--- config.mk ---
export PLATFORM = sky130hd
export DESIGN_NAME = multicycle_ctrl
export DESIGN_NICKNAME = d
export VERILOG_FILES = /design/src/rtl/ctrl_pkg.sv /design/src/rtl/mem_wait_timer.sv /design/src/rtl/multicycle_ctrl.sv
export SDC_FILE = /design/constraint.sdc
export NUM_CORES = 1
export LEC_CHECK = 0
export ABC_AREA = 0
export CORE_MARGIN = 4
export CORE_UTILIZATION = 39
export DETAILED_ROUTE_END_ITERATION = 16
export HOLD_SLACK_MARGIN = 0.03
export PLACE_DENSITY = 0.74
export RECOVER_POWER = 25
export REMOVE_ABC_BUFFERS = 1
export SETUP_SLACK_MARGIN = 0.4
export SLEW_MARGIN = 20
export SYNTH_ARGS = -nofsm -noshare
export SYNTH_HDL_FRONTEND = slang
export SYNTH_HIERARCHICAL = 1
export SYNTH_SLANG_ARGS = --single-unit
--- constraint.sdc ---
create_clock -name clk -period 3.4 [get_ports clk]
set_input_delay 0.68 -clock clk [delete_from_list [all_inputs] [get_ports clk]]
set_output_delay 0.68 -clock clk [all_outputs]
set_load 0.05 [all_outputs]
--- src/rtl/ctrl_pkg.sv ---
// Shared definitions for the multi-cycle sequencer: state encoding, PC source
// and trap cause codes, and the legal RV32 major opcodes (also used by the decoder).
package ctrl_pkg;

    typedef enum logic [2:0] {
        ST_FETCH  = 3'd0,
        ST_DECODE = 3'd1,
        ST_EXEC   = 3'd2,
        ST_MEM    = 3'd3,
        ST_WB     = 3'd4,
        ST_TRAP   = 3'd5
    } state_e;

    typedef enum logic [1:0] {
        PC_SEQ    = 2'b00,
        PC_TARGET = 2'b01,
        PC_TRAP   = 2'b10
    } pc_src_e;

    typedef enum logic [1:0] {
        CAUSE_ILLEGAL = 2'd0,
        CAUSE_FETCH   = 2'd1,
        CAUSE_DATA    = 2'd2
    } trap_cause_e;

    localparam logic [6:0] OP_REG    = 7'b0110011;
    localparam logic [6:0] OP_LOAD   = 7'b0000011;
    localparam logic [6:0] OP_IMM    = 7'b0010011;
    localparam logic [6:0] OP_BRANCH = 7'b1100011;
    localparam logic [6:0] OP_STORE  = 7'b0100011;
    localparam logic [6:0] OP_CUST0  = 7'b0001011;
    localparam logic [6:0] OP_LUI    = 7'b0110111;
    localparam logic [6:0] OP_AUIPC  = 7'b0010111;
    localparam logic [6:0] OP_JAL    = 7'b1101111;
    localparam logic [6:0] OP_JALR   = 7'b1100111;
    localparam logic [6:0] OP_SYSTEM = 7'b1110011;
    localparam logic [6:0] OP_FENCE  = 7'b0001111;

    // Wide enough for the largest supported timeout (255).
    localparam int TIMER_W = 8;

    function automatic logic is_legal_opcode(input logic [6:0] op);
        case (op)
            OP_REG, OP_LOAD, OP_IMM, OP_BRANCH, OP_STORE, OP_CUST0,
            OP_LUI, OP_AUIPC, OP_JAL, OP_JALR, OP_SYSTEM, OP_FENCE: return 1'b1;
            default: return 1'b0;
        endcase
    endfunction

endpackage

--- src/rtl/mem_wait_timer.sv ---
// Counts consecutive request cycles without ack; flags the TIMEOUT-th such cycle.
// Shared between the instruction and data ports, which are never active together.
module mem_wait_timer
    import ctrl_pkg::*;
#(
    parameter int TIMEOUT = 15
) (
    input  logic clk,
    input  logic rst,
    input  logic clear_i,
    input  logic req_i,
    input  logic ack_i,
    output logic timeout_o
);

    logic [TIMER_W-1:0] cnt_q, cnt_d;

    always_comb begin
        cnt_d = cnt_q;
        if (clear_i) begin
            cnt_d = '0;
        end else if (req_i && !ack_i) begin
            cnt_d = cnt_q + 1'b1;
        end
    end

    // NOTE: sequential state is updated with <= so every flop samples pre-edge values.
    always_ff @(posedge clk) begin
        if (rst) begin
            cnt_q <= '0;
        end else begin
            cnt_q <= cnt_d;
        end
    end

    // An ack arriving on the final allowed cycle suppresses the timeout.
    assign timeout_o = req_i && !ack_i && (cnt_q == TIMER_W'(TIMEOUT - 1));

endmodule

--- src/rtl/multicycle_ctrl.sv ---
// Multi-cycle instruction sequencer: FETCH/DECODE/EXEC/MEM/WB with a TRAP path
// for illegal opcodes and memory timeouts, plus a retired-instruction counter.
module multicycle_ctrl
    import ctrl_pkg::*;
#(
    parameter int MEM_TIMEOUT = 15,
    parameter int CNT_W       = 32
) (
    input  logic             clk,
    input  logic             rst,
    input  logic [6:0]       opcode,
    input  logic             w_en,
    input  logic             mw_en,
    input  logic             maddr_sel,
    input  logic             jump_en,
    input  logic             branch_taken,
    input  logic             imem_ack,
    input  logic             dmem_ack,
    output logic             imem_req,
    output logic             ir_we,
    output logic             dmem_req,
    output logic             dmem_we,
    output logic             rf_we,
    output logic             pc_we,
    output logic [1:0]       pc_src,
    output logic             trap_valid,
    output logic [1:0]       trap_cause,
    output logic [CNT_W-1:0] instret,
    output logic [2:0]       state_dbg
);

    state_e             state_q, state_d;
    logic [1:0]         trap_cause_q, trap_cause_d;
    logic [CNT_W-1:0]   instret_q, instret_d;
    logic               timer_req, timer_ack, timer_clear, timeout;

    // Timer request is derived from state alone to keep it off the FSM's combinational path.
    assign timer_req   = !rst && (state_q == ST_FETCH || state_q == ST_MEM);
    assign timer_ack   = (state_q == ST_FETCH) ? imem_ack : dmem_ack;
    assign timer_clear = rst || (state_d != state_q);

    mem_wait_timer #(.TIMEOUT(MEM_TIMEOUT)) u_timer (
        .clk       (clk),
        .rst       (rst),
        .clear_i   (timer_clear),
        .req_i     (timer_req),
        .ack_i     (timer_ack),
        .timeout_o (timeout)
    );

    always_comb begin
        // NOTE: every output gets a default first so no path through the case infers a latch.
        state_d      = state_q;
        trap_cause_d = trap_cause_q;
        instret_d    = instret_q;
        imem_req     = 1'b0;
        ir_we        = 1'b0;
        dmem_req     = 1'b0;
        dmem_we      = 1'b0;
        rf_we        = 1'b0;
        pc_we        = 1'b0;
        pc_src       = PC_SEQ;
        trap_valid   = 1'b0;

        if (rst) begin
            state_d = ST_FETCH;
        end else begin
            unique case (state_q)
                ST_FETCH: begin
                    imem_req = 1'b1;
                    if (imem_ack) begin
                        ir_we   = 1'b1;
                        state_d = ST_DECODE;
                    end else if (timeout) begin
                        trap_cause_d = CAUSE_FETCH;
                        state_d      = ST_TRAP;
                    end
                end
                ST_DECODE: begin
                    if (is_legal_opcode(opcode)) begin
                        state_d = ST_EXEC;
                    end else begin
                        trap_cause_d = CAUSE_ILLEGAL;
                        state_d      = ST_TRAP;
                    end
                end
                ST_EXEC: begin
                    state_d = (maddr_sel || mw_en) ? ST_MEM : ST_WB;
                end
                ST_MEM: begin
                    dmem_req = 1'b1;
                    dmem_we  = mw_en;
                    if (dmem_ack) begin
                        state_d = ST_WB;
                    end else if (timeout) begin
                        trap_cause_d = CAUSE_DATA;
                        state_d      = ST_TRAP;
                    end
                end
                ST_WB: begin
                    rf_we     = w_en;
                    pc_we     = 1'b1;
                    pc_src    = (jump_en || branch_taken) ? PC_TARGET : PC_SEQ;
                    instret_d = instret_q + 1'b1;
                    state_d   = ST_FETCH;
                end
                ST_TRAP: begin
                    pc_we      = 1'b1;
                    pc_src     = PC_TRAP;
                    trap_valid = 1'b1;
                    state_d    = ST_FETCH;
                end
                default: state_d = ST_FETCH;
            endcase
        end
    end

    always_ff @(posedge clk) begin
        if (rst) begin
            state_q      <= ST_FETCH;
            trap_cause_q <= CAUSE_ILLEGAL;
            instret_q    <= '0;
        end else begin
            state_q      <= state_d;
            trap_cause_q <= trap_cause_d;
            instret_q    <= instret_d;
        end
    end

    assign trap_cause = trap_cause_q;
    assign instret    = instret_q;
    assign state_dbg  = state_q;

endmodule

# [After elaboration in Yosys (flattened, before gate mapping)]
# Cells that the tools add are included.
# Widths: inputs -> output; s select.
[totals] regBits=45 inputBits=16 output_inout_bits=46
[op_classes] muxes=35 n_reduce_logical=15 eq_ne=24 add_sub_neg=2
[op_table] op="$add 32x1->32 const B" count=1
[op_table] op="$eq 7x7->1 const B" count=4
[op_table] op="$eq 7x6->1 const B" count=3
[op_table] op="$mux 1" count=20
[op_table] op="$mux 3" count=6
[op_table] op="$eq 7x4->1 const B" count=2
[op_table] op="$eq 7x5->1 const B" count=2
[op_table] op="$mux 2" count=6
[op_table] op="$pmux 3 s4" count=1
[op_table] op="$reduce_or 12->1" count=1
[op_table] op="$ne 2x2->1 const B" count=5
[op_table] op="$add 8x1->8 const B" count=1
[op_table] op="$eq 8x4->1 const B" count=1
[op_table] op="$eq 7x2->1 const B" count=1
[op_table] op="$eq 3x2->1 const B" count=2
[op_table] op="$eq 3x3->1 const B" count=2
[op_table] op="$pmux 2 s3" count=1
[op_table] op="$reduce_and 6->1" count=1
[op_table] op="$logic_or 1x1->1" count=4
[op_table] op="$pmux 2 s2" count=1
[op_table] op="$reduce_or 2->1" count=2
[op_table] op="$eq 3x1->1 const B" count=1
[op_table] op="$logic_and 1x1->1" count=3
[op_table] op="$logic_not 3->1" count=1
[op_table] op="3 further kinds" count=4

# [Longest topological paths before layout]
# Gate-level depths: netlist of the first run.
[depth] depth_word=12 ltp_mapped=14 depth_no_buf=12

# [Hierarchy]
# Netlist of the first run, hierarchy kept.
[modules_own_cells] module="multicycle_ctrl" seq_area_each_um2=740.7 area_per_inst_um2=1930.6 cells_per_inst=228 n_inst=1
[modules_own_cells] module="mem_wait_timer" seq_area_each_um2=160.2 area_per_inst_um2=406.6 cells_per_inst=45 n_inst=1

# [Worst setup path after synthesis of the first run]
# OpenSTA, ideal clock, no wires.
[synth_timing] path_kind="reg-to-reg" from="register state_q[2] (netlist: state_dbg[2])" to="register u_timer.cnt_q[1]" arrival_ps=3770 setup_time_ps=130 t_required_ps=3270 period_less_slack_ps=3900 path_stages_with_launch=14 path_slack_ps=-500 cell_sequence="dfxtp_1 -> buf_4 -> or2_2 -> nor3_1 -> or2_2 -> nand4b_4 -> nor3_1 -> nor2b_1 -> nand2_1 -> a21o_1 -> nand4b_1 -> or2_2 -> clkbuf_1 -> a211oi_1"
[synth_between] elab_chain_len=12
[synth_lines] element="start: declaration" line="multicycle_ctrl.sv:32" source="state_e state_q, state_d;"
[synth_lines] element="start signal: assignment" line="multicycle_ctrl.sv:124" source="state_q <= state_d;"
[synth_lines] element="$eq 3x2->1 or $logic_not 3->1 (tied branches)" line="multicycle_ctrl.sv:38" source="assign timer_req = !rst && (state_q == ST_FETCH || state_q == ST_MEM);"
[synth_lines] element="$logic_or 1x1->1 *" line="multicycle_ctrl.sv:38"
[synth_lines] element="$logic_and 1x1->1 *" line="multicycle_ctrl.sv:38"
[synth_lines] element="net timer_req" line="multicycle_ctrl.sv:35" source="logic timer_req, timer_ack, timer_clear, timeout;"
[synth_lines] element="$logic_and 1x1->1 * (2 in series)" line="mem_wait_timer.sv:37" source="assign timeout_o = req_i && !ack_i && (cnt_q == TIMER_W'(TIMEOUT - 1));"
[synth_lines] element="net timeout" line="multicycle_ctrl.sv:35"
[synth_lines] element="$mux 3 *" line="multicycle_ctrl.sv:74, multicycle_ctrl.sv:95"
[synth_lines] element="$mux 3 (on tied branches)" line="multicycle_ctrl.sv:93, multicycle_ctrl.sv:71"
[synth_lines] element="$pmux 3 s4 *" line="multicycle_ctrl.sv:68" source="unique case (state_q)"
[synth_lines] element="$mux 3 *" line="multicycle_ctrl.sv:65" source="if (rst) begin"
[synth_lines] element="$ne 3x3->1 *" line="multicycle_ctrl.sv:40" source="assign timer_clear = rst || (state_d != state_q);"
[synth_lines] element="$logic_or 1x1->1 *" line="multicycle_ctrl.sv:40"
[synth_lines] element="net timer_clear" line="multicycle_ctrl.sv:35"
[synth_lines] element="$reduce_or 2->1 (no source line) *"
[synth_lines] element="end signal: assignment" line="mem_wait_timer.sv:32" source="cnt_q <= cnt_d;"
[synth_lines] element="end: declaration" line="mem_wait_timer.sv:16" source="logic [TIMER_W-1:0] cnt_q, cnt_d;"
# Mark *: on every way through the listed nets, which the timed path passes. The rest lies on a longest branch.
# A chain may end at the register's enable or synchronous reset.

# [Worst setup path after layout of the first run]
[layout_timing] from="register state_q[2] (netlist: state_dbg[2])" to="register trap_cause_q[1] (netlist: trap_cause[1])"
[layout_between] elab_chain_len=7
[layout_lines] element="$logic_not 3->1 *" line="multicycle_ctrl.sv:39" source="assign timer_ack = (state_q == ST_FETCH) ? imem_ack : dmem_ack;"
[layout_lines] element="$mux 1 *" line="multicycle_ctrl.sv:39"
[layout_lines] element="net timer_ack" line="multicycle_ctrl.sv:35"
[layout_lines] element="$logic_not 1->1 *" line="mem_wait_timer.sv:37"
[layout_lines] element="$logic_and 1x1->1 * (2 in series)" line="mem_wait_timer.sv:37"
[layout_lines] element="net timeout" line="multicycle_ctrl.sv:35"
[layout_lines] element="$ne 2x2->1 (no source line)"
[layout_lines] element="$reduce_and 6->1 (no source line) *"
[layout_lines] element="end signal: assignment" line="multicycle_ctrl.sv:125" source="trap_cause_q <= trap_cause_d;"
[layout_lines] element="end: declaration" line="multicycle_ctrl.sv:33" source="logic [1:0] trap_cause_q, trap_cause_d;"
# Marks and branches as above.

==> results of run 1 <==
==> logic make-up (layout without fill, tap and decap cells) <==
logic type / count (synthesis) / in the layout / share of synthesized area, %
fa+ha+maj: 3 / 3 / 1.61
compound gates: 33 / 33 / 8.08
simple gates: 141 / 141 / 35.0
flops: 45 / 45 / 38.5
mux: 3 / 3 / 1.39
buf+inv: 18 / 83 / 4.18
xor+xnor: 30 / 30 / 11.2
==> per-stage QoR <==
stage / hold slack [ps] / util (%) / area, um^2 / worst slack [ps]
6_report: 508 / 56.8 / 3210 / 762
5_1_grt: 535 / 56.8 / 3210 / 555
4_1_cts: 505 / 56.7 / 3200 / 395
3_5_place_dp: 482 / 54.5 / 3080 / -0.984
3_3_place_gp: 472 / 54.5 / 3080 / 127
2_1_floorplan: 453 / - / 2260 / -425
==> repair_timing <==
item	4_1_cts	5_1_grt
gates cloned	0	0
setup endpoints to repair	9	14
resized for setup	2	6
endpoints found under the hold margin	0	0
==> flip-flops by register name, summed over array words and instances, names as in the netlist <==
register,cells
instret,32
state_dbg,3
trap_cause,2
u_timer/cnt_q,8
==> final timing paths <==
| kind | from | to | slack, ps |
|---|---|---|---|
| setup / recovery | state_dbg[2] | trap_cause[1] | 760 |
| hold / removal | u_timer/cnt_q[7] | u_timer/cnt_q[7] | 510 |
| setup reg to reg | state_dbg[2] | trap_cause[1] | 760 |
| hold reg to reg | u_timer/cnt_q[7] | u_timer/cnt_q[7] | 510 |
==> metal layers <==
metal	share of wire [%]	GRT usage, %	up-vias
li1	-	-	1074
met1	44	18.5	978
met2	49	25.8	51
met3	5.4	3.98	7
met4	0.96	4.46	0
met5	0	0	-
==> synth_stat cells, types with 4 or more instances <==
| library cell | instances | area (um^2) |
|---|---|---|
| nand3_1 | 11 | 55.1 |
| nor2_1 | 38 | 143 |
| and2_1 | 7 | 43.8 |
| xor2_1 | 23 | 201 |
| or3_1 | 5 | 31.3 |
| o21ai_0 | 10 | 50.1 |
| xnor2_1 | 7 | 61.3 |
| a21oi_1 | 15 | 75.1 |
| inv_1 | 6 | 22.5 |
| nor3_1 | 4 | 20.0 |
| clkbuf_1 | 7 | 26.3 |
| dfxtp_1 | 45 | 901 |
| nand4_1 | 12 | 75.1 |
| nand2_1 | 21 | 78.8 |
| and3_1 | 10 | 62.6 |
==> power by group <==
group          leakage, nW  internal (mW)  switching, mW  total, mW
Sequential           0.363          0.531        0.00926      0.540
Clock               0.0585          0.240          0.175      0.415
Combinational        0.821         0.0673         0.0821      0.149
==> area by class of cell <==
class / instances / area (um^2)
fill: 506 / 2430
sequential: 45 / 901
clock inverter: 1 / 30.0
tap: 72 / 90.1
timing repair buffer: 69 / 729
inverter: 6 / 22.5
multi-input combinational: 210 / 1350
clock buffer: 7 / 86.3
==> worst max-delay path: stages (launching register included) <==
cell      delay, ps
dfxtp_1         410
nor3_1          390
mux2_2          420
nand4b_4        190
nor3_2          250
nor2b_2         230
o21ai_0         100
a21oi_1         210
nand2_1          80
a32o_1          260
==> out/qor.yml, run 1 <==
route:
  drc_errors: 0
  finalWirelength_um: 5410
  route.antenna.remaining_nets: 0
  drt_first_iter_violations: 80
  viasPerCell: 5.15
  first_pass_iters: 4
  vias: 2110
  avgRoutedWirePerCell_um: 13.2
setup_path:
  crit_type: "reg2reg"
  cp-start-kind: "flip-flop"
  reg2reg_depth: 9
  crit_path_max_fanout: 10
  arrival_ps: 2830
  cp.required_ps: 3590
  worstSetupEndpointType: "flip-flop"
power_and_ir_drop:
  max-vdd-ir-drop_mv: 0.159
  power_mw: 1.10
  p_leak_nw: 1.24
  powerDensity_nw_per_um2: 344
synthesis:
  ys_warn_count: 6
  ys.flop_type: "dfxtp_1"
  netlist-cell-type-count: 45
  syn_area_um2: 2340
  synth-seq-area-share_pct: 38.5
  ys_ff_latch: 45
  synth_cells: 273
  synth_edf_count: 0
  async_flop_share_pct: 0
  syn_avg_cell_area_um2: 8.56
clocking:
  h-tree-depth: 2
  cts_setup_buffers: 0
  cts-buffers-inserted: 5
  clk_pin_slew_ps: 80
  cts_tree: "built"
  cts_max_path_buffers: 2
  cts_hold_buf: 0
  insertion_delay_ps: 290
  clock-sinks: 45
  root_buffer: "clkbuf_8"
finish:
  final_cells: 410
  syn_to_final_growth_pct: 37.2
  final_cell_mix: "clkdlybuf4s50_1, dfxtp_1, nor2_1"
  final_common_cell: "clkdlybuf4s50_1"
  diodes: 0
  drive_above_1_share_pct: 13.0
  nNetsFinal: 356
grt:
  grt_pass1_vias: 2032
  grt_max_degree: 37
  grt_pass1_wl_um: 9220
  grt_antenna_before_repair: 0
  overflow: 0
  gr-usage-all-layers_pct: 15.1
flow_run:
  cap_viol_max_count: 0
timing:
  final_max_slew_viol_count: 0
  fin_skew_ps: 4.11
  setup_violations: 0
  tightest_slew_ps: 768
  rsz0062_at_grt: "no"
  fin_crit_ps: 2640
  hold_viol_final: 0
  fmax_mhz: 379
  timing.final.crit_share_pct: 77.6
  maxSlewHeadroom_pct: 48.7
  finalSetupTns_ps: 0
placed_design:
  dp_hpwl_um: 4040
  place.gp.congestion: 0.810
  dp.cells: 402
  io_buffer_count: 61
die:
  die_w_um: 85.4
  core_um2: 5640
  io_pins: 62
  start_util_pct: 41.4
  dieArea_um2: 7300
  die_y_um: 85.4
  row_count: 27
min_path:
  whs_path_depth: 2
  hold_path.class: "reg2reg"
outcome:
  status: "finished clean"
No activity file was read; power rests on OpenSTA's default activity.
==> run 2, diff against run 1 <==
PLACE_DENSITY = 0.76   (was 0.74)
clock period = 2.3 ns   (was 3.4 ns; I/O delays follow)
==> run 2 against run 1 <==
  * The flow now finishes with violations (setup timing)
  * Count of clock-buffer cells in the layout down 1
  * Setup slack worse by 830 ps
  * Combinational power up 150%
  * Clock skew down 0.99 ps
  * Fmax up 11%
  * Register-to-register slack worse by 830 ps
  * Die area unchanged
  * Hold slack worse by 3.6 ps
  * Critical path depth up 3
  * Via count up 13%
  * Highest routed layer unchanged
==> out/qor.yml, run 2 (same netlist as run 1, synthesis figures left out) <==
clocking:
  root_buffer: "clkbuf_8"
  cts_tree: "built"
  cts-buffers-inserted: 5  # unchanged
  cts_max_path_buffers: 2  # unchanged
  cts_hold_buf: 0  # unchanged
  insertion_delay_ps: 300  # about the same
  h-tree-depth: 2  # unchanged
  clk_pin_slew_ps: 90  # about the same
  clock-sinks: 45  # unchanged
route:
  avgRoutedWirePerCell_um: 15.0  # +14%
  viasPerCell: 5.27  # +2.4%
  route.antenna.remaining_nets: 0  # unchanged
  drc_errors: 0  # unchanged
  drt_first_iter_violations: 60  # -25%
  first_pass_iters: 4  # unchanged
  finalWirelength_um: 6810  # +26%
  vias: 2392  # +13%
setup_path:
  arrival_ps: 2550  # -280 ps
  cp_common_cell: "or2_4"
  cp.required_ps: 2480  # -1110 ps
  r2r_slack_ps: -70  # -830 ps
  cp_top_family: "simple AND/OR/NAND/NOR gates"
  cp_slowest_cell: "dfxtp_4"
  path_buf_inv: 1  # +1
  crit_path_max_fanout: 8  # -2
  crit_type: "reg2reg"
  cp-start-kind: "flip-flop"
  worstSetupEndpointType: "flip-flop"
  cp_slowest_stage_delay_ps: 370  # -50 ps
  path_cells: "buf_6 > or2_4 > nor3_4 > or2_4 > nand4b_4 > nor3_4 > nor2b_4 > nand2_1 > a21o_1 > nand4b_1 > or2_4 > a211oi_2"
grt:
  grt_pass1_vias: 2246  # +11%
  grt_max_degree: 18  # -51%
  grt_use_met2_pct: 32.1  # +6.4 points
  gr-usage-all-layers_pct: 17.3  # +2.2 points
  top_usage_layer: "met2"
  use_met3_pct: 4.08  # +0.097 points
  overflow: 0  # unchanged
  gr-usage-met1_pct: 19.4  # +0.91 points
  grt_pass1_wl_um: 10300  # +12%
  grt_antenna_before_repair: 0  # unchanged
die:
  core_um2: 5640  # unchanged
  die_w_um: 85.4  # unchanged
  row_count: 27  # unchanged
  io_pins: 62  # unchanged
  die_y_um: 85.4  # unchanged
  start_util_pct: 41.4  # unchanged
  dieArea_um2: 7300  # unchanged
finish:
  final_cells: 454  # +11%
  diodes: 0  # unchanged
  final_common_cell: "dfxtp_1"
  fin_util_pct: 67.3  # +10 points
  nNetsFinal: 400  # +12%
  largest_reg_flops: 32  # unchanged
  syn_to_final_growth_pct: 62.5
  drive_above_1_share_pct: 32.7  # +20 points
  final_cell_mix: "dfxtp_1, buf_4, nor2_1"
placed_design:
  io_buffer_count: 61  # unchanged
  place.gp.congestion: 0.830  # +2.4%
  dp.cells: 423  # +5.2%
  dp_hpwl_um: 4240  # +4.9%
outcome:
  status: "complete, but fails checks"
  violations: "setup timing"
timing:
  timing.final.crit_share_pct: 103  # +25 points
  finalWorstSetupSlack_ps: -70.0  # -832 ps
  fmax_mhz: 422  # +11%
  tightest_slew_ps: 500  # -268 ps
  fin_skew_ps: 3.12  # -0.986 ps
  rsz0062_at_grt: "yes"
  final_max_slew_viol_count: 0  # unchanged
  fin_crit_ps: 2370  # -268 ps
  maxSlewHeadroom_pct: 66.8  # +18 points
  setup_violations: 9  # +9
  hold_viol_final: 0  # unchanged
power_and_ir_drop:
  powerDensity_nw_per_um2: 473  # +37%
  p_leak_nw: 1.70  # +37%
  max-vdd-ir-drop_mv: 0.362  # +130%
flow_run:
  cap_viol_max_count: 0  # unchanged
min_path:
  hold_path.class: "reg2reg"
[run 2: per-layer routing]
layer | vias to the layer above | part of all wire, %
li1 | 1162 | -
met1 | 1162 | 41
met2 | 59 | 53
met3 | 9 | 4.6
met4 | 0 | 1.4
met5 | - | 0
[run 2: final timing paths]
path / start / end / cells after the start
min: trap_cause[1] / trap_cause[1] / 1
max reg2reg: state_dbg[2] / u_timer/cnt_q[1] / 12
max: state_dbg[2] / u_timer/cnt_q[1] / 12
min reg2reg: trap_cause[1] / trap_cause[1] / 1
[run 2: timing repair]
item / 4_1_cts / 5_1_grt
pin swaps: 20 / 13
resized for setup: 81 / 44
endpoints found under the hold margin: 0 / 0
cloned: 1 / 0
buffers inserted: 10 / 12
setup endpoints to repair: 63 / 36
[run 2: where the power goes]
| group | internal [mW] | switching [mW] |
|---|---|---|
| Combinational | 0.194 | 0.176 |
| Clock | 0.353 | 0.280 |
| Sequential | 0.786 | 0.00808 |
[run 2: cell type report]
| cell class | instances | area (um^2) |
|---|---|---|
| clock inverter | 2 | 37.5 |
| inverter | 6 | 25.0 |
| fill | 442 | 1840 |
| tap | 72 | 90.1 |
| multi-input combinational | 210 | 1520 |
| clock buffer | 6 | 82.6 |
| timing repair buffer | 113 | 1130 |
| sequential | 45 | 907 |
[run 2: per-stage QoR]
step / power [mW] / worst slack, ps / hold WS (ps) / setup TNS, ps / cell area, um^2
floorplan: 0.931 / -1450 / 453 / -17630 / 2260
global placement: 1.07 / -722 / 471 / -8430 / 3230
detailed placement: 1.07 / -832 / 487 / -9830 / 3230
CTS: 1.75 / 73.8 / 507 / 0 / 3570
global route: 1.86 / -156 / 541 / -1240 / 3800
finish: 1.80 / -70.0 / 504 / -423 / 3800
==> variant 1 (flow settings as in run 2) <==
Register the output `state_dbg` once more, with the module's reset; this adds one clock of latency there. The other outputs are not delayed to match.
--- a/src/rtl/multicycle_ctrl.sv
+++ b/src/rtl/multicycle_ctrl.sv
@@ -129,7 +129,13 @@
 
     assign trap_cause = trap_cause_q;
     assign instret    = instret_q;
-    assign state_dbg  = state_q;
+    always_ff @(posedge clk) begin
+        if (rst) begin
+            state_dbg <= '0;
+        end else begin
+            state_dbg <= state_q;
+        end
+    end
 
 endmodule
 
Function: changed (a bounded check fails within 4 cycles, from zero or initial values and one cycle with rst high).
==> variant 1 against run 2 <==
Sequential cell count up 3; worst setup slack better by 0.060 ns; critical path type unchanged; cell area up 4.3%; die area up 0.62%; critical endpoint unchanged; cell count up 1.8%; the flow still finishes with violations (negative setup slack); power up 0.94%; first-iteration DRC count up 38%; area after synthesis up 0.70%; combinational power down 4%; routed wire length up 2.6%.
==> variant 1: results (changes against run 2) <==
- Cells after DPL: 430 (+1.7%)
- Pint: 0.00135 W (+1.1%)
- Outcome: finished with violations
- WL met1: 2870 um (+1.9%)
- Worst vdd ir: 0.000316 V (-13%)
- Worst path max stage delay: 0.34 ns (-0.03 ns)
- GR Layer Usage met3: 4.23% (+0.15 points)
- Total Wirelength: 6990 um (+2.6%)
- Vias per cell: 5.27 (about the same)
- Clock latency on the worst-skew pair: 0.31 ns
- Post-synth top cells: dfxtp_1, nor2_1, xnor2_1
- Final WS setup: -0.00971 ns (+0.0603 ns)
- Failing checks: negative setup slack
- Top post-synthesis cells by area: dfxtp_1, xnor2_1, nor2_1, nor3_1, nand2_1
- Area of the core: 5890 um^2 (+4.3%)
- Min-Delay Path Depth: 2 (+1)
- Vias in the first global route: 2,258 (+0.53%)
- Critical hold path startpoint: instret[1]
- WL met2: 3600 um (+0.47%)
- Placer Congestion: 0.823 (-0.87%)
- Net count reported at finish: 404 (+1.0%)
- Gr usage total: 18.4% (+1.0 points)
- GR Layer Usage met1: 22.2% (+2.8 points)
- Sequential-to-total area share from yosys stat: 40.8% (+2.3 points)
- Slowest CP cell: dfxtp_2
- Dpl hpwl: 4170 um (-1.6%)
- DR vias: 2,434 (+1.8%)
- Slew @ Worst Pin: 0.508 ns (+0.00760 ns)
- FF-to-FF path depth: 13 (+1)
- Pin count of the biggest net entering global routing: 21 (+3)
- Final setup viols: 2 (-7)
- Setup Skew: 0.00811 ns (+0.00499 ns)
- Layout cells sized above 1: 33.7% (+0.96 points)
- Worst Hold End: instret[1]
- Iter 0 DRT Violations: 83 (+38%)
- Worst Setup SP: state_q[0]
- Global-route wire length before repair: 10,800 um (+4.9%)
- Area after DPL: 3280 um^2 (+1.5%)
- Arrival @ worst endpoint: 2.53 ns (-0.02 ns)
- Fillers: 437 (-1.1%)
- Distinct cells, synth: 43 (-4.4%)
- Synthesized area per cell: 8.38 um^2 (-2.2%)
- GR Layer Usage met2: 31.4% (-0.71 points)
- Leak: 1.75 nW (+3.0%)
variant 1: cell count changes in the layout (fill, tap and decap cells not counted), moves of 5 or more:
| cell | delta |
|---|---|
| nand4_1 | -6 |
| xnor2_1 | +16 |
| inv_1 | +8 |
| buf_4 | -5 |
| nor4_4 | +5 |
| dfxtp_2 | +5 |
| xor2_1 | -16 |
| nor3_1 | +8 |
variant 1: through the flow:
stage               setup slack, ns  power (W)  TNS (ns)
global route                 -0.149    0.00188     -1.19
floorplan                     -1.62   0.000980    -18.76
global placement             -0.629    0.00111     -6.09
finish                     -0.00971    0.00181   -0.0146
CTS                          0.0600    0.00179         0
detailed placement           -0.775    0.00111     -7.84
variant 1: repair_timing:
item | in CTS | in global routing
endpoints found under the setup margin | 60 | 33
gates resized for setup | 87 | 52
cloned | 1 | 1
buffers inserted | 13 | 8
pin swaps | 21 | 29
variant 1: cell type report:
cell class	instances	area, um^2	share of cell area, %
multi-input cells	209	1630	41.1
clock inverters	2	35.0	0.884
inverters	13	52.6	1.33
flip-flops and latches	48	970	24.5
well taps	75	93.8	2.37
clock buffers	6	72.6	1.83
repair buffers	108	1110	28.0
diodes	1	2.50	0.0632
variant 1: power by group through the flow:
| stage | clock, W | sequential [W] | combinational, W |
|---|---|---|---|
| final | 0.000609 | 0.000848 | 0.000357 |
| after detailed placement | 0 | 0.000865 | 0.000243 |
| after CTS | 0.000619 | 0.000847 | 0.000322 |
| after floorplan | 0 | 0.000886 | 0.0000934 |
| after global routing | 0.000654 | 0.000849 | 0.000377 |
| after global placement | 0 | 0.000864 | 0.000242 |
variant 1: cells by family after synthesis:
kind of cell | synth area share, %
and+or+nand+nor | 33.0
DFF | 40.8
AOI/OAI and AO/OA | 8.03
xor gates and xnor gates | 11.5
buffers and inverters | 4.09
adders and majority gates | 1.60
muxes | 0.957
==> variant 2 (settings of run 2) <==
Made on the original files. The parameter `CNT_W` goes from 32 to 16.
--- a/src/rtl/multicycle_ctrl.sv
+++ b/src/rtl/multicycle_ctrl.sv
@@ -4,7 +4,7 @@
     import ctrl_pkg::*;
 #(
     parameter int MEM_TIMEOUT = 15,
-    parameter int CNT_W       = 32
+    parameter int CNT_W       = 16
 ) (
     input  logic             clk,
     input  logic             rst,
Interface: changed (resized instret); port bits go from 62 to 46. The function was not compared with the original's and may differ.
==> variant 2 against run 2 <==
Non-clock buffer count fell by 19; cell area fell by 24%; combinational power rose by 19%; core utilization rose by 9.0 points; power fell by 10%; global-route usage rose by 3.6 points; worst setup slack improved by 0.22 ns; routed wire length fell by 22%; area after synthesis fell by 32%; sequential cell count fell by 16; maximum frequency rose by 10%.
==> variant 2: results (changes against run 2) <==
- Pin count of the biggest net entering global routing: 14 (-4)
- Dpl hpwl: 3020 um (-29%)
- Logic gate share of total power: 27.3% (+6.7 points)
- Post-Synth XOR/XNOR Area: 5.51% (-5.7 points)
- Min-Delay Path Depth: 2 (+1)
- Sequential-to-total area share from yosys stat: 36.5% (-2.0 points)
- Post-synthesis adder-cell area fraction: 2.36% (+0.75 points)
- Flop+latch power: 0.000529 W (-33%)
- Reg clk slew, reported paths: 0.07 ns (-0.02 ns)
- Worst Hold End: instret[15]
- Max-slew headroom: 59.6% (-7.1 points)
- Critical hold path startpoint: instret[15]
- Post-synth top cells: dfxtp_1, nor2_1, a21oi_1
- Psw: 0.000442 W (-4.7%)
- Setup Skew: 0.00473 ns (+0.00161 ns)
- Compound-Gate Fraction of Synth Area: 16.7% (+8.6 points)
- Worst vdd ir: 0.000431 V (+19%)
- Final non-filler cell total: 331 (-27%)
- FF-to-FF Start: state_dbg[1]
- Outcome: finished clean
- Hold_ws: 0.492 ns (-0.0125 ns)
- Global-route wire length before repair: 8560 um (-17%)
- Reg2reg setup slack: 0.15 ns (+0.22 ns)
- PortBufs: 45 (-26%)
- Placer Congestion: 0.787 (-5.2%)
- Vias in the first global route: 1,798 (-20%)
- Total Wirelength: 5280 um (-22%)
- Comb pwr: 0.000441 W (+19%)
- Arrival @ worst endpoint: 2.34 ns (-0.21 ns)
- Iter 0 DRT Violations: 133 (+120%)
- Seq. cell area: 586 um^2 (-35%)
- Area after DPL: 2340 um^2 (-27%)
- Synthesized area per cell: 8.41 um^2 (-1.7%)
- Vias per cell: 5.60 (+6.2%)
- Largest register FFs: 16 (-50%)
- FF-to-FF path depth: 8 (-4)
- Layout cells sized above 1: 37.1% (+4.4 points)
- Gr usage total: 20.9% (+3.6 points)
- Reg2Reg Capture Point: state_dbg[2]
- Mux share of post-synthesis cell area: 1.34% (-0.054 points)
- Post-Place Worst Slack: -0.549 ns (+0.283 ns)
[variant 2: cell types whose count changed in the layout (fill, tap and decap cells not counted), moves of 7 or more]
cell,before,now
buf_4,37,28
dlygate4sd2_1,35,19
xor2_1,23,7
nand4_1,12,5
nand2_1,20,10
dfxtp_1,42,27
nor2_1,36,17
[variant 2: worst max-delay path: stages, from the launching register on]
cell      delay [ns]
dfxtp_1         0.37
nor3_4          0.22
mux2_4          0.32
nand4b_4        0.19
nor3_4          0.22
o21a_1          0.15
nor2_1          0.05
o2bb2a_1        0.30
o32ai_1         0.22
[variant 2: metal layers]
metal | vias to the layer above | wire [um] | track usage (%)
met2 | 67 | 2660 | 36.4
met1 | 897 | 2200 | 24.6
met5 | - | 0 | 0
met4 | 0 | 65 | 8.14
met3 | 7 | 353 | 5.05
li1 | 881 | - | -
[variant 2: cell type report]
cell class | count | share of cell area (%)
clock buffers | 5 | 2.37
clock inverters | 3 | 2.25
inverters | 4 | 0.518
multi-input cells | 148 | 38.9
flip-flops and latches | 29 | 20.2
well taps | 48 | 2.07
repair buffers | 94 | 33.7
[variant 2: worst max path at each step]
stage	startpoint	end	depth (start not counted)
6_report	state_dbg[1]	state_dbg[2]	8
5_1_grt	state_dbg[1]	u_timer/cnt_q[1]	8
4_1_cts	state_dbg[0]	u_timer/cnt_q[1]	8
3_5_place_dp	rst	u_timer/cnt_q[1]	9
3_3_place_gp	rst	u_timer/cnt_q[1]	9
2_1_floorplan	state_dbg[1]	trap_cause[1]	8
[variant 2: timing repair]
action | in CTS | in global routing
gates resized for setup | 78 | 12
setup buffers | 15 | 8
hold endpoints to repair | 0 | 0
cloned | 1 | 0
pin swaps | 25 | 11
endpoints found under the setup margin | 46 | 29
